===== config.mk =====
export PLATFORM = sky130hd
export DESIGN_NAME = uart_tx_arbiter
export DESIGN_NICKNAME = d
export VERILOG_FILES = /design/src/rtl/uart_tx_arbiter.sv
export SDC_FILE = /design/constraint.sdc
export NUM_CORES = 1
export LEC_CHECK = 0
export CAP_MARGIN = 40
export CELL_PAD_IN_SITES_DETAIL_PLACEMENT = 1
export CELL_PAD_IN_SITES_GLOBAL_PLACEMENT = 1
export CORE_AREA = 2 2 75 77
export CTS_BUF_LIST = sky130_fd_sc_hd__clkbuf_8
export DETAILED_ROUTE_END_ITERATION = 8
export DIE_AREA = 0 0 77 79
export GPL_ROUTABILITY_DRIVEN = 1
export PLACE_DENSITY_LB_ADDON = 0.1
export SLEW_MARGIN = 20
export SYNTH_ARGS = -nofsm -noshare
export SYNTH_HDL_FRONTEND = slang
export SYNTH_SLANG_ARGS = --single-unit

===== constraint.sdc =====
create_clock -name sys_clk -period 2.9 [get_ports sys_clk]
set_input_delay 0.29 -clock sys_clk [delete_from_list [all_inputs] [get_ports sys_clk]]
set_output_delay 0.29 -clock sys_clk [all_outputs]
set_load 0.005 [all_outputs]

===== src/rtl/uart_tx_arbiter.sv =====
// Round-robin arbiter that shares one UART transmitter among NUM_REQ byte streams, with packet lock and frame pacing.
// Optional lock timeout in HOLD is enabled by defining UART_ARB_TIMEOUT_EN.
module uart_tx_arbiter #(
   parameter int unsigned NUM_REQ      = 4,
   parameter int unsigned UART_BPS     = 115200,
   parameter int unsigned CLK_FREQ     = 100_000_000,
   parameter int unsigned FRAME_BITS   = 10,
   parameter int unsigned HOLD_TIMEOUT = 100_000
) (
   input  logic                         sys_clk,
   input  logic                         sys_rst_n,
   input  logic [NUM_REQ-1:0]           req_valid,
   input  logic [NUM_REQ*8-1:0]         req_data,
   input  logic [NUM_REQ-1:0]           req_last,
   output logic [NUM_REQ-1:0]           req_ready,
   output logic [7:0]                   pi_data,
   output logic                         pi_flag,
   output logic [$clog2(NUM_REQ)-1:0]   grant_id,
   output logic                         busy,
   output logic                         timeout_err
);
   localparam int unsigned ID_W         = $clog2(NUM_REQ);
   localparam int unsigned CNT_W        = 20;
   localparam int unsigned FRAME_CYCLES = (CLK_FREQ / UART_BPS) * FRAME_BITS;

   localparam logic [1:0] S_IDLE  = 2'd0;
   localparam logic [1:0] S_ISSUE = 2'd1;
   localparam logic [1:0] S_WAIT  = 2'd2;
   localparam logic [1:0] S_HOLD  = 2'd3;

   logic [1:0]       state;
   logic [1:0]       next_state;
   logic [ID_W-1:0]  rr_ptr;
   logic [ID_W-1:0]  pick_id;
   logic [ID_W-1:0]  next_ptr;
   logic [ID_W:0]    scan;
   logic             pick_found;
   logic             lock;
   logic             frame_last;
   logic             hold_expire;
   logic [CNT_W-1:0] frame_cnt;

   // First valid requester at or after rr_ptr, wrapping modulo NUM_REQ
   always_comb begin
      pick_found = 1'b0;
      pick_id    = '0;
      scan       = '0;
      for (int k = 0; k < int'(NUM_REQ); k++) begin
         scan = {1'b0, rr_ptr} + (ID_W+1)'(k);
         if (scan >= (ID_W+1)'(NUM_REQ)) begin
            scan = scan - (ID_W+1)'(NUM_REQ);
         end
         if (!pick_found && req_valid[scan[ID_W-1:0]]) begin
            pick_found = 1'b1;
            pick_id    = scan[ID_W-1:0];
         end
      end
   end

   assign next_ptr   = (grant_id == ID_W'(NUM_REQ - 1)) ? '0 : grant_id + ID_W'(1);
   assign frame_last = (frame_cnt == CNT_W'(FRAME_CYCLES - 1));

   // Next-state logic
   always_comb begin
      next_state = state;
      case (state)
         S_IDLE:  if (pick_found) next_state = S_ISSUE;
         S_ISSUE: next_state = S_WAIT;
         S_WAIT: begin
            if (frame_last) begin
               if (!lock)                    next_state = S_IDLE;
               else if (req_valid[grant_id]) next_state = S_ISSUE;
               else                          next_state = S_HOLD;
            end
         end
         S_HOLD: begin
            if (req_valid[grant_id]) next_state = S_ISSUE;
            else if (hold_expire)    next_state = S_IDLE;
         end
         default: next_state = S_IDLE;
      endcase
   end

   // Acceptance is a pure decode of the registered state and grant
   always_comb begin
      req_ready = '0;
      if (state == S_ISSUE) req_ready[grant_id] = 1'b1;
   end

   always_ff @(posedge sys_clk) begin
      if (!sys_rst_n) begin
         state     <= S_IDLE;
         rr_ptr    <= '0;
         grant_id  <= '0;
         lock      <= 1'b0;
         frame_cnt <= '0;
         pi_data   <= 8'h00;
         pi_flag   <= 1'b0;
         busy      <= 1'b0;
      end else begin
         state     <= next_state;
         busy      <= (next_state != S_IDLE);
         pi_flag   <= (state == S_ISSUE);
         frame_cnt <= (state == S_WAIT && !frame_last) ? frame_cnt + CNT_W'(1) : '0;
         case (state)
            S_IDLE:  if (pick_found) grant_id <= pick_id;
            S_ISSUE: begin
               pi_data <= req_data[{grant_id, 3'b000} +: 8];
               lock    <= ~req_last[grant_id];
            end
            S_WAIT:  if (frame_last && !lock) rr_ptr <= next_ptr;
            S_HOLD: begin
               // Only a lock timeout leaves HOLD for IDLE
               if (next_state == S_IDLE) begin
                  lock   <= 1'b0;
                  rr_ptr <= next_ptr;
               end
            end
            default: ;
         endcase
      end
   end

`ifdef UART_ARB_TIMEOUT_EN
   logic [CNT_W-1:0] hold_cnt;

   assign hold_expire = (state == S_HOLD) && (hold_cnt == CNT_W'(HOLD_TIMEOUT - 1));

   always_ff @(posedge sys_clk) begin
      if (!sys_rst_n) begin
         hold_cnt    <= '0;
         timeout_err <= 1'b0;
      end else begin
         hold_cnt    <= (state == S_HOLD && next_state == S_HOLD) ? hold_cnt + CNT_W'(1) : '0;
         timeout_err <= (state == S_HOLD) && (next_state == S_IDLE);
      end
   end
`else
   assign hold_expire = 1'b0;
   assign timeout_err = 1'b0;
`endif

endmodule

==> summary.txt, run 1 <==
Run status
  • Status: finished, final reports clean

Place
  • Input/output buffers: 57
  • HPWL after DPL: 4230 µm
  • GPL Wtd Cong: approximately 0.69
  • Cell Area, Placed: ~2600 µm²

Synthesis
  • Seq cells post-synth: 37
  • Post-synth design cell area: between 1500 and 2000 µm²
  • Synth Area in Compound Gates: about an eighth
  • Synth Area per Inst: around 9.0 µm²
  • Cells after Synth: roughly 220
  • Synth unique cells: 42
  • Simple-Gate Fraction of Synth Area: 25.5%
  • Synth Warn #: 0
  • Post-Synth XOR/XNOR Area: around 4.4%
  • Register area share after synthesis: between 30% and 40%
  • Post-Synth Adder-Cell Area: between 3 and 4%
  • Ys async rst share: 0%
  • Ys flop type: dfxtp_1
  • Main combinational cell family by area after synthesis: simple AND/OR/NAND/NOR gates
  • Mux cell area share after synthesis: 12.4%
  • Synthesized net count: 268
  • Number of flops mapped to enable cells by yosys: 0

Detailed routing
  • Via density: between 5 and 6
  • Drt total wl: approximately 5500 µm
  • Met3 WL: between 200 and 300 µm
  • Drt drc: 0
  • Top Metal Used: met4
  • DR iter-0 viols: 43
  • DR pass1 iterations: 4
  • Met2 WL: approximately 2500 µm
  • Met1 Wirelength: about 2700 µm
  • DR WL/cell: 15.7 µm
  • DRT antenna net count: 0
  • Vias post-DR: around 1,800

Die
  • Core ar.: ~5300 µm²
  • Die H: 79 µm
  • Top-level I/O count: 59
  • Number of core rows: 27
  • Initial Utilization: a little under two fifths
  • Chip width: 77 µm
  • DIE AREA: about 6100 µm²

Cells and area
  • Diode count: 0
  • Final instance area: 2700 µm²
  • Most frequent cells in the layout: clkdlybuf4s50_1 (57), dfxtp_1 (37), nand2_1 (27)
  • Area grow syn2layout: 36.1%
  • Final net count: 325
  • Layout cells sized above 1: 8.96%
  • Commonest non-fill, non-tap cell in the layout: clkdlybuf4s50_1

Clock tree
  • Clock-pin slew on the worst setup and hold paths: roughly 0.070 ns
  • Post-CTS resize count: 0
  • Clock Latency Late Sink: about 0.29 ns
  • CTS tree: done
  • # hold bufs at CTS: 0
  • Htree depth: 2
  • Post-CTS Setup Bufs: 0
  • Clk sinks: 37
  • Clock buffer count from CTS: 5
  • CTS Buffer Depth: 2
  • Clock root buffer: clkbuf_8

Setup path
  • Crit path cell chain: buf_4 > ha_1 > and2_1 > clkdlybuf4s50_1
  • Buf/Inv on CP: 2
  • CP top delay family: buffers and inverters
  • CP arrival: 1.85 ns
  • Critical Path Start Type: register
  • CP Capture Type: output pin
  • Critical setup path kind: reg2out
  • Required @ worst endpoint: roughly 2.6 ns
  • Crit Path Max Fanout: 11
  • Critical Path Max Stage Delay: 0.60 ns
  • Crit-path slowest cell: dfxtp_1

Timing
  • Clock skew: 0.00491 ns
  • Peak Freq: 468 MHz
  • Fin. max-slew vios: 0
  • Worst rel slew slack: 58.7%
  • Final Setup Violations: 0
  • Period minus WS final: about 2.1 ns
  • RSZ-0062 raised after global routing: false
  • Setup TNS Final: 0 ns
  • Fin. Hold Viols: 0
  • Actual slew at the worst max-slew pin: ~0.62 ns
  • Final worst-path cycle share: between 70% and 80%

Pwr
  • PwrDens: 504 nW/µm²
  • LEAKAGE: 0.861 nW
  • Maximum VDD drop: roughly 0.00028 V

Global routing
  • First-pass GRT wire length: between 9000 and 10,000 µm
  • Total routing usage reported by global routing: a little under a fifth
  • Largest net degree at the start of global routing: 20
  • Vias in the first global route: around 1,800
  • Initial antenna violation count: 0
  • Total gr overflow: 0

Flow run
  • Max_cap viols: 0

Hold path
  • Worst Hold Class: reg2reg
## logic make-up after synthesis
family / Yosys count
buffers and inverters: 18
other: 1
XOR/XNOR: 10
AND/OR/NAND/NOR: 94
adder cells (fa/ha/maj): 5
multiplexers: 12
flip-flops: 37
AO/OA/AOI/OAI: 44
## final timing paths
check / startpoint / end / slack (ns) / depth (start not counted)
worst min-delay path: pi_data[5] / pi_data[5] / 0.46 / 2
worst max register to register: frame_cnt[0] / rr_ptr[0] / 0.90 / 5
worst max-delay path: grant_id[1] / req_ready[2] / 0.76 / 4
worst min register to register: pi_data[5] / pi_data[5] / 0.46 / 2
## metrics by stage
step | setup slack [ns] | instances | power [mW] | hold slack, ns | util [%]
2_1_floorplan | 1.13 | 221 | 0.828 | 0.408 | -
4_1_cts | 0.453 | 350 | 1.37 | 0.466 | 50.3
3_3_place_gp | 0.812 | 342 | 1.02 | 0.444 | 48.8
6_report | 0.763 | 351 | 1.36 | 0.462 | 50.6
5_1_grt | 0.651 | 351 | 1.45 | 0.482 | 50.6
3_5_place_dp | 0.783 | 342 | 1.03 | 0.455 | 48.8
## layer usage
metal  vias to the layer above  GRT usage, %
met2                        48          31.4
met4                         0          5.36
met1                       880          23.7
met3                         5          4.43
met5                         -             0
li1                        914             -
## tightest hold or removal path, delay by kind of cell (launching register included)
family,cells,cell delay (ns)
flops,1,0.31
compound gates,1,0.05
simple gates,1,0.05
## registers in the layout, indices dropped and copies added (netlist names)
signal     count
frame_cnt     20
pi_data        8
grant_id       2
rr_ptr         2
state          2
busy           1
lock           1
pi_flag        1
## Yosys cell counts, types with 2 or more instances
library cell	n	area (µm²)
or4_1	6	45.0
inv_1	8	30.0
nor3_1	4	20.0
and2_1	4	25.0
and3_1	3	18.8
clkbuf_1	3	11.3
mux2i_1	2	20.0
nand4_1	4	25.0
buf_4	2	15.0
nand2_1	27	101
o31ai_1	3	22.5
nand2b_1	2	12.5
nor4_1	5	31.3
xnor2_1	7	61.3
a21oi_1	26	130
or3_1	5	31.3
o21ai_0	7	35.0
o21a_1	2	15.0
nand3_1	6	30.0
buf_2	3	15.0
mux4_2	10	225
ha_1	5	62.6
and4_1	2	17.5
dfxtp_1	37	741
nor2_1	18	67.6
a211oi_1	2	15.0
xor2_1	3	26.3
## where the power goes
part | internal, mW | switching (mW) | total (mW)
logic | 0.229 | 0.172 | 0.401
clock network | 0.163 | 0.183 | 0.346
registers | 0.557 | 0.0565 | 0.614
## final cells by class
type | count | area (µm²)
clock buffer | 5 | 68.8
clock inverter | 3 | 13.8
fill | 650 | 2640
inverter | 8 | 30.0
multi-input combinational | 166 | 1160
sequential | 37 | 741
tap | 72 | 90.1
timing repair buffer | 60 | 601
No activity file was read; power rests on OpenSTA's default activity.
==> run 2: changes to the inputs <==
--- a/config.mk
+++ b/config.mk
@@ -8,10 +8,10 @@
 export CAP_MARGIN = 40
 export CELL_PAD_IN_SITES_DETAIL_PLACEMENT = 1
 export CELL_PAD_IN_SITES_GLOBAL_PLACEMENT = 1
-export CORE_AREA = 2 2 75 77
+export CORE_AREA = 2 2 82 84
 export CTS_BUF_LIST = sky130_fd_sc_hd__clkbuf_8
 export DETAILED_ROUTE_END_ITERATION = 8
-export DIE_AREA = 0 0 77 79
+export DIE_AREA = 0 0 84 86
 export GPL_ROUTABILITY_DRIVEN = 1
 export PLACE_DENSITY_LB_ADDON = 0.1
 export SLEW_MARGIN = 20
==> constraint.sdc (replaced) <==
create_clock -name sys_clk -period 1.95 [get_ports sys_clk]
set_input_delay 0.195 -clock sys_clk [delete_from_list [all_inputs] [get_ports sys_clk]]
set_output_delay 0.195 -clock sys_clk [all_outputs]
set_load 0.005 [all_outputs]
==> summary.txt, run 2 (synthesis gave the netlist of run 1 again) <==
Detailed routing
  • DR pass1 iterations: 3 (-1)
  • DR iter-0 viols: 84 (+95%)
  • DR WL/cell: 15.1 µm (-3.6%)
  • Drt total wl: 5480 µm (-0.60%)
  • Via density: 5.12 (-2.7%)
  • DRT antenna net count: 0 (unchanged)
  • Drt drc: 0 (unchanged)
  • Vias post-DR: 1,854 (+0.38%)

Cells and area
  • Layout Cells excl Fill: 362 (+3.1%)
  • Biggest registers after layout: frame_cnt x20, pi_data x8
  • Most frequent cells in the layout: clkdlybuf4s50_1 (57), dfxtp_1 (36), a21oi_1 (26), nand2_1 (26), nor2_1 (18)
  • Fill cells: 730 (+12%)
  • Area grow syn2layout: 42.2%
  • Max reg flops: 20 (unchanged)
  • Commonest non-fill, non-tap cell in the layout: clkdlybuf4s50_1
  • Reg with most FFs: frame_cnt
  • Diode count: 0 (unchanged)
  • Final net count: 331 (+1.8%)
  • Layout cells sized above 1: 12.6% (+3.7 points)

Hold path
  • Worst Hold Class: reg2reg
  • Hold path cells: 2 (unchanged)

Setup path
  • Critical Path Start Type: register
  • Setup crit start: state[0]
  • Crit path cell chain: nor2b_4 > and2_1 > clkdlybuf4s50_1
  • Reg-to-Reg End: rr_ptr[0]
  • Critical Path Stages: 3 (-1)
  • Critical setup path kind: reg2out
  • Crit Path Max Fanout: 8 (-3)
  • CP arrival: 1.66 ns (-0.19 ns)
  • Critical Path Max Stage Delay: 0.52 ns (-0.08 ns)
  • Setup crit end: req_ready[2]
  • Crit-path slowest cell: clkdlybuf4s50_1
  • CP top delay family: buffers and inverters
  • R2r setup slk: 0.16 ns (-0.74 ns)
  • CP Capture Type: output pin
  • R2R Path Start: frame_cnt[1]
  • Buf/Inv on CP: 1 (-1)
  • Required @ worst endpoint: 1.75 ns (-0.86 ns)
  • Reg2Reg Depth: 5 (unchanged)

Timing
  • Fin. Hold Viols: 0 (unchanged)
  • Setup TNS Final: 0 ns (unchanged)
  • Final Setup Violations: 0 (unchanged)
  • Clock skew: 0.00905 ns (+0.00413 ns)
  • RSZ-0062 raised after global routing: false
  • Period minus WS final: 1.85 ns
  • Hold WS: 0.458 ns (-0.00353 ns)
  • Peak Freq: roughly 540 MHz
  • Final worst-path cycle share: a little over nine tenths
  • Fin. max-slew vios: 0 (unchanged)

Pwr
  • PwrDens: 828 nW/µm² (+64%)
  • LEAKAGE: 0.914 nW (+6.2%)
  • Total power: 2.34 mW (+72%)
  • Maximum VDD drop: 0.000486 V (+72%)

Global routing
  • Vias in the first global route: 1,821 (-0.92%)
  • Initial antenna violation count: 0 (unchanged)
  • Total gr overflow: 0 (unchanged)
  • First-pass GRT wire length: 9070 µm (+0.69%)
  • Largest net degree at the start of global routing: 20 (unchanged)
  • Total routing usage reported by global routing: 15.6% (-2.9 points)

Clock tree
  • Clock root buffer: clkbuf_8
  • Clk sinks: 37 (unchanged)
  • Clock Latency Late Sink: 0.30 ns (about the same)
  • CTS tree: done
  • CTS Buffer Depth: 2 (unchanged)
  • Htree depth: 2 (unchanged)
  • Post-CTS Setup Bufs: 0 (unchanged)
  • Clock buffer count from CTS: 5 (unchanged)
  • Clock-pin slew on the worst setup and hold paths: 0.07 ns (about the same)

Die
  • Initial Utilization: 31.6% (-5.6 points)
  • Top-level I/O count: 59 (unchanged)
  • DIE AREA: 7220 µm² (+19%)
  • Core ar.: 6280 µm² (+18%)
  • Die H: 86 µm (+8.9%)
  • Number of core rows: 29 (+7.4%)
  • Chip width: 84 µm (+9.1%)

Place
  • Input/output buffers: 57 (unchanged)
  • Dpl cells: 354 (+3.5%)
  • GPL Wtd Cong: 0.769 (+12%)
  • HPWL after DPL: 4210 µm (-0.40%)

Run status
  • Status: finished, final reports clean

Flow run
  • Max_cap viols: 0 (unchanged)
## run 2: cell count changes in the layout (fill, tap and decap cells not counted), sizes merged
cell,before,now
buf,3,9
bufinv,0,2
clkinv,2,1
inv,9,8
## run 2: stage by stage
step | util [%] | setup slack [ns] | instance area, µm²
after detailed placement | 42.6 | 0.0346 | 2680
after global placement | 42.6 | 0.133 | 2680
after floorplan | - | 0.179 | 1980
final | 45.0 | 0.0995 | 2820
after CTS | 44.8 | 0.0286 | 2810
after global routing | 45.0 | 0.00850 | 2820
## run 2: worst min path at each step
| stage | end | slack (ns) | startpoint |
|---|---|---|---|
| final | pi_data[6] | 0.46 | pi_data[6] |
| after global routing | pi_data[1] | 0.49 | pi_data[1] |
| after CTS | pi_data[6] | 0.46 | pi_data[6] |
| after detailed placement | pi_data[6] | 0.45 | pi_data[6] |
| after global placement | pi_data[7] | 0.44 | pi_data[7] |
| after floorplan | state[1] | 0.31 | sys_rst_n |
## run 2: area by class of cell
| type | instances | area (µm²) | area share (%) |
|---|---|---|---|
| Sequential cell | 37 | 742 | 26.3 |
| Clock buffer | 5 | 68.8 | 2.44 |
| Inverter | 8 | 30.0 | 1.06 |
| Tap cell | 77 | 96.3 | 3.41 |
| Timing Repair Buffer | 66 | 651 | 23.0 |
| Multi-Input combinational cell | 166 | 1170 | 41.4 |
| Clock inverter | 3 | 65.1 | 2.30 |
## run 2: repair_timing
item,in CTS,in global routing
setup endpoints to repair,4,8
hold buffers,0,0
gates resized for setup,1,4
## run 2: metal layers
metal  wire [µm]  global-route usage [%]  vias up  part of all wire (%)
met5           0                       0        -                     0
met1        2670                    21.5      884                    49
met3         237                    3.56        6                   4.3
met2        2520                    24.7       42                    46
met4          51                    4.40        0                  0.93
li1            -                       -      922                     -
## run 2: where the power goes
part           internal [mW]  total [mW]  switching (mW)
clock                  0.508       0.794           0.286
sequential             0.829       0.896          0.0676
combinational          0.370       0.646           0.276
## run 2: worst min-delay path: cells and delay by family (launching register included)
kind / cells / cell delay, ns
AO/OA/AOI/OAI: 1 / 0.05
flip-flops: 1 / 0.31
AND/OR/NAND/NOR: 1 / 0.05
